### src/rtl/gamepad_input.sv
//==============================================================================
// Module   : gamepad_input
// Brief    : Gamepad PMOD deserialiser with per-frame button accumulation,
//            malformed-transfer rejection and disconnect detection.
// Revision : 1.0 - initial release
//==============================================================================
`default_nettype none

module gamepad_input #(
    parameter int STALE_FRAMES = 4
) (
    input  logic       clk,
    input  logic       reset,
    input  logic       frame_tick,
    input  logic       pmod_latch,
    input  logic       pmod_clk,
    input  logic       pmod_data,
    output logic [9:0] input_data,
    output logic       trigger,
    output logic       pad_present,
    output logic       frame_error
);

    localparam logic [3:0] c_CNT_FULL    = 4'd12;
    localparam logic [3:0] c_CNT_OVERRUN = 4'd13;
    localparam logic [3:0] c_STALE_MAX   = 4'd15;
    localparam logic [3:0] c_STALE_LIMIT = 4'(STALE_FRAMES);

    logic [2:0]  r_latch_sync;
    logic [2:0]  r_clk_sync;
    logic [1:0]  r_data_sync;
    logic        r_latch_rise;
    logic        r_clk_rise;
    logic        r_data_bit;

    logic [11:0] r_shift;
    logic [3:0]  r_bit_cnt;
    logic [9:0]  r_acc;
    logic        r_prev_a;
    logic [3:0]  r_stale_cnt;

    logic [11:0] w_shift_next;
    logic [3:0]  w_cnt_next;
    logic        w_capture;
    logic        w_discard;
    logic        w_a;
    logic [9:0]  w_cap_word;
    logic [3:0]  w_stale_next;

    // Edge pulses are registered so data and clock edges stay aligned.
    always_ff @(posedge clk) begin
        if (reset) begin
            r_latch_sync <= '0;
            r_clk_sync   <= '0;
            r_data_sync  <= '0;
            r_latch_rise <= 1'b0;
            r_clk_rise   <= 1'b0;
            r_data_bit   <= 1'b0;
        end else begin
            r_latch_sync <= {r_latch_sync[1:0], pmod_latch};
            r_clk_sync   <= {r_clk_sync[1:0], pmod_clk};
            r_data_sync  <= {r_data_sync[0], pmod_data};
            r_latch_rise <= r_latch_sync[1] & ~r_latch_sync[2];
            r_clk_rise   <= r_clk_sync[1] & ~r_clk_sync[2];
            r_data_bit   <= r_data_sync[1];
        end
    end

    // A same-cycle clock edge is shifted in before the latch count check.
    always_comb begin
        w_shift_next = r_shift;
        w_cnt_next   = r_bit_cnt;
        if (r_clk_rise) begin
            w_shift_next = {r_shift[10:0], r_data_bit};
            if (r_bit_cnt != c_CNT_OVERRUN) begin
                w_cnt_next = r_bit_cnt + 4'd1;
            end
        end
        w_capture  = r_latch_rise && (w_cnt_next == c_CNT_FULL);
        w_discard  = r_latch_rise && (w_cnt_next != c_CNT_FULL);
        w_a        = w_shift_next[3];
        w_cap_word = {w_a & ~r_prev_a,
                      w_shift_next[4], w_shift_next[5], w_shift_next[6],
                      w_shift_next[7], w_a, w_shift_next[8],
                      w_shift_next[9], w_shift_next[11], w_shift_next[10]};
        w_stale_next = r_stale_cnt;
        if (w_capture) begin
            w_stale_next = 4'd0;
        end else if (frame_tick && (r_stale_cnt != c_STALE_MAX)) begin
            w_stale_next = r_stale_cnt + 4'd1;
        end
    end

    always_ff @(posedge clk) begin
        if (reset) begin
            r_shift     <= '0;
            r_bit_cnt   <= '0;
            r_acc       <= '0;
            r_prev_a    <= 1'b0;
            r_stale_cnt <= c_STALE_MAX;
            input_data  <= '0;
            trigger     <= 1'b0;
            pad_present <= 1'b0;
            frame_error <= 1'b0;
        end else begin
            if (r_latch_rise) begin
                r_shift   <= '0;
                r_bit_cnt <= '0;
            end else begin
                r_shift   <= w_shift_next;
                r_bit_cnt <= w_cnt_next;
            end

            if (w_capture) begin
                r_prev_a <= w_a;
            end else if (r_stale_cnt >= c_STALE_LIMIT) begin
                r_prev_a <= 1'b0;
            end

            // A capture coinciding with the tick belongs to the closing frame.
            if (frame_tick) begin
                r_acc <= '0;
                if (pad_present) begin
                    input_data <= r_acc | (w_capture ? w_cap_word : 10'd0);
                end else begin
                    input_data <= '0;
                end
            end else if (w_capture) begin
                r_acc <= r_acc | w_cap_word;
            end

            r_stale_cnt <= w_stale_next;
            pad_present <= (w_stale_next < c_STALE_LIMIT);
            trigger     <= frame_tick;
            frame_error <= w_discard;
        end
    end

endmodule

`default_nettype wire

### config.mk
export PLATFORM = sky130hd
export DESIGN_NAME = gamepad_input
export DESIGN_NICKNAME = d
export VERILOG_FILES = /design/src/rtl/gamepad_input.sv
export SDC_FILE = /design/constraint.sdc
export NUM_CORES = 1
export LEC_CHECK = 0
export CORE_MARGIN = 3
export CORE_UTILIZATION = 55
export CTS_BUF_LIST = sky130_fd_sc_hd__clkbuf_8
export CTS_CLUSTER_SIZE = 25
export DETAILED_ROUTE_END_ITERATION = 8
export GPL_TIMING_DRIVEN = 0
export PLACE_DENSITY = 0.77
export SLEW_MARGIN = 25
export SYNTH_ARGS = -nofsm -noshare
export SYNTH_HDL_FRONTEND = slang
export SYNTH_SLANG_ARGS = --single-unit
### constraint.sdc
create_clock -name clk -period 2.2 [get_ports clk]
set_input_delay 0.22 -clock clk [delete_from_list [all_inputs] [get_ports clk]]
set_output_delay 0.22 -clock clk [all_outputs]
set_load 0.05 [all_outputs]
==> metrics.cfg <==
[worst_setup_path]
r2r_end = r_prev_a
rr_worst_depth = 6
r2r-start = r_bit_cnt[0]
crit_end = r_prev_a
slowest_stage = dfxtp_1
crit_arrival_ps = 2240
startpoint = r_bit_cnt[0]
slowest_delay_ps = 500
cp_num_cells = 6
cp_max_fo = 8
critPathBufInv = 0
endpoint_kind = flop
crit_chain = ha_2, o21ai_0, and4_1, a221o_1, nand3_4, mux2_2
start_kind = flop
cp_top_family = flip-flops
reg2reg_setup_slack_ps = 170
critPathRequiredTime_ps = 2400
critPathKind = flop to flop

[routing]
firstDrtPassIters = 4
routed_wl_mm = 4.02
viasPerCell = 5.57
wl_per_cell_um = 14.6
vias = 1531
drc = 0
drt_iter0_drc = 103
antenna_left = 0

[yosys]
synth.area.mux_share_pct = 7.83
synth.most_common_cell = dfxtp_1
ys_seq_elements = 55
yosys_warnings = 0
ys_types = 37
synth_commonest_cells = dfxtp_1, nor2_1, nand2_1
synth_simple_gate_area_share_pct = 16.1
synth.avg_cell_area_um2 = 10.3
synthAdderAreaFrac_pct = 1.79
syn_nets = 212
synth-compound-area-share_pct = 17.5
yosys.area.top_type = dfxtp_1
synth-seq-area-share_pct = 52.6
yosys-top-cells-area = dfxtp_1, mux2i_1, o31ai_2, nor2_1, nor2b_1
synth_xor_area_share_pct = 1.25
synth_top_area_share_pct = 52.6
synthFlopType = dfxtp_1
netlist_instances = 203
synth_top_family_by_area = compound AO/OA/AOI/OAI gates
synth-edff-count = 0
synth_area_mm2 = 0.00209
synthArstFlopShare_pct = 0

[global_route]
grt_pass1_wl_mm = 7.04
grt_overflow = 0
antenna_found_initial = 0
grt_use_total_pct = 20.6
grt_max_degree = 19
grt_pass1_vias = 1552

[final_layout]
final_area_mm2 = 0.00243
diodes = 0
finalCoreUtilization_pct = 69.5
stdcell_count = 275
drive_above_1_share_pct = 12.2
area_growth_pct = 15.9
fillCellCount = 264
nNetsFinal = 237

[sta]
max_freq_ghz = 0.491
fin_crit_ps = 2030
timing.final.crit_share_pct = 92.5
fin_skew_ps = 6.12
rsz0062_at_grt = false
final_hold_viol_count = 0
maxSlewHeadroom_pct = 50.7
finalSetupViolations = 0
holdWs_ps = 389
slew_violations = 0
tightestPinTransition_ps = 736

[power]
switching_power_w = 0.000453
ir_drop_v = 0.000644
p_int_w = 0.00136
power_frac_seq_pct = 58.8
p_clk_share_pct = 30.2
power_density_mw_per_mm2 = 746
p_comb_share_pct = 11.1
p_leak_nw = 0.849
switching_share_pct = 25.0

[clock_network]
clk_pin_slew_worst_paths_ps = 100
postCtsHoldBufs = 0
clkSinkCount = 55
htreeDepth = 2
clock_latency_ps = 310
ctsRootBufferMaster = clkbuf_8
cts_tree = done
cts_buffers = 5
cts_buffer_depth = 2

[place]
dp.cells = 267
dpl.hpwl_mm = 2.92
place_area_mm2 = 0.00233
portBuffers = 18
place_congestion = 0.833

[die]
initial_core_util_pct = 59.9
coreArea_mm2 = 0.00349
die_h_um = 67.7
row_count = 21
dieArea_mm2 = 0.00458
ioPinCount = 19
die_w_um = 67.7

[job]
maxCapViolations = 0

[status]
outcome = complete, no violations

[hold_path]
hp-class = flop to flop

==> power by group through the flow <==
stage | Combinational, W | Clock (W) | Sequential, W
final | 0.000200 | 0.000546 | 0.00106
after global routing | 0.000229 | 0.000600 | 0.00107
after CTS | 0.000199 | 0.000560 | 0.00106
after detailed placement | 0.000197 | 0 | 0.00108
after global placement | 0.000189 | 0 | 0.00108
after floorplan | 0.000153 | 0 | 0.00108
==> metrics by stage <==
step / setup TNS (ps) / worst slack [ps] / total power [W]
2_1_floorplan: 0 / 377 / 0.00124
3_3_place_gp: 0 / 56.8 / 0.00127
3_5_place_dp: -49.2 / -19.4 / 0.00128
4_1_cts: 0 / 150 / 0.00182
5_1_grt: 0 / 46.0 / 0.00190
6_report: 0 / 165 / 0.00181
==> per-layer routing <==
metal	routed length, µm	share of wire, %	GRT usage [%]	vias to the layer above
li1	-	-	-	760
met1	1740	43	23.7	741
met2	2100	52	37.2	23
met3	127	3.2	3.99	7
met4	56	1.4	7.85	0
met5	0	0	0	-
==> cells by family after synthesis <==
kind of cell / Yosys count
adders and majority gates: 3
and+or+nand+nor: 68
DFF: 55
muxes: 16
xor gates and xnor gates: 3
buffers and inverters: 12
AOI/OAI and AO/OA: 46
==> layout by cell type, fill, tap and decap left out, types with 2 or more instances in the layout <==
master,instances
or2_2,2
dfxtp_1,55
clkdlybuf4s50_1,18
clkbuf_1,5
buf_2,2
nor2b_1,12
o21ai_0,2
nand3_1,5
o31ai_2,8
clkinvlp_4,2
mux2i_1,13
mux2_2,3
buf_1,2
a21o_1,4
o31ai_1,10
buf_6,2
a22oi_1,9
xor2_1,2
nor2_1,25
nand2_1,15
clkbuf_8,5
ha_1,2
a21oi_1,7
==> sequential cells by signal (all words and copies together) (netlist names) <==
signal,count
r_bit_cnt,4
r_data_bit,1
r_shift,12
r_latch_rise,1
frame_error,1
r_acc,10
r_stale_cnt,4
pad_present,1
r_latch_sync,3
r_data_sync,2
input_data,10
trigger,1
r_clk_rise,1
r_clk_sync,3
r_prev_a,1
==> how the worst min path moves through the flow <==
stage / start / end / depth (start not counted)
after floorplan: reset / trigger / 1
after global placement: r_latch_sync[2] / r_latch_rise / 1
after detailed placement: r_latch_sync[2] / r_latch_rise / 1
after CTS: r_latch_sync[2] / r_latch_rise / 1
after global routing: r_clk_sync[2] / r_clk_rise / 1
final: r_latch_sync[2] / r_latch_rise / 1
==> repair_timing <==
action / CTS / global route
resized for setup: 0 / 1
buffers inserted: 0 / 0
setup endpoints to repair: 0 / 3
==> final cells by class <==
cell class                      instances  area (µm²)  area share [%]
Sequential cell                        55        1100            45.4
Clock buffer                            5        68.8            2.84
Buffer                                 11        58.8            2.42
Inverter                                1        3.75           0.155
Multi-Input combinational cell        136         933            38.5
Tap cell                               46        57.6            2.37
Timing Repair Buffer                   18         180            7.42
Clock inverter                          3        23.8           0.979
Note: power is estimated with default switching activity, not from simulation.
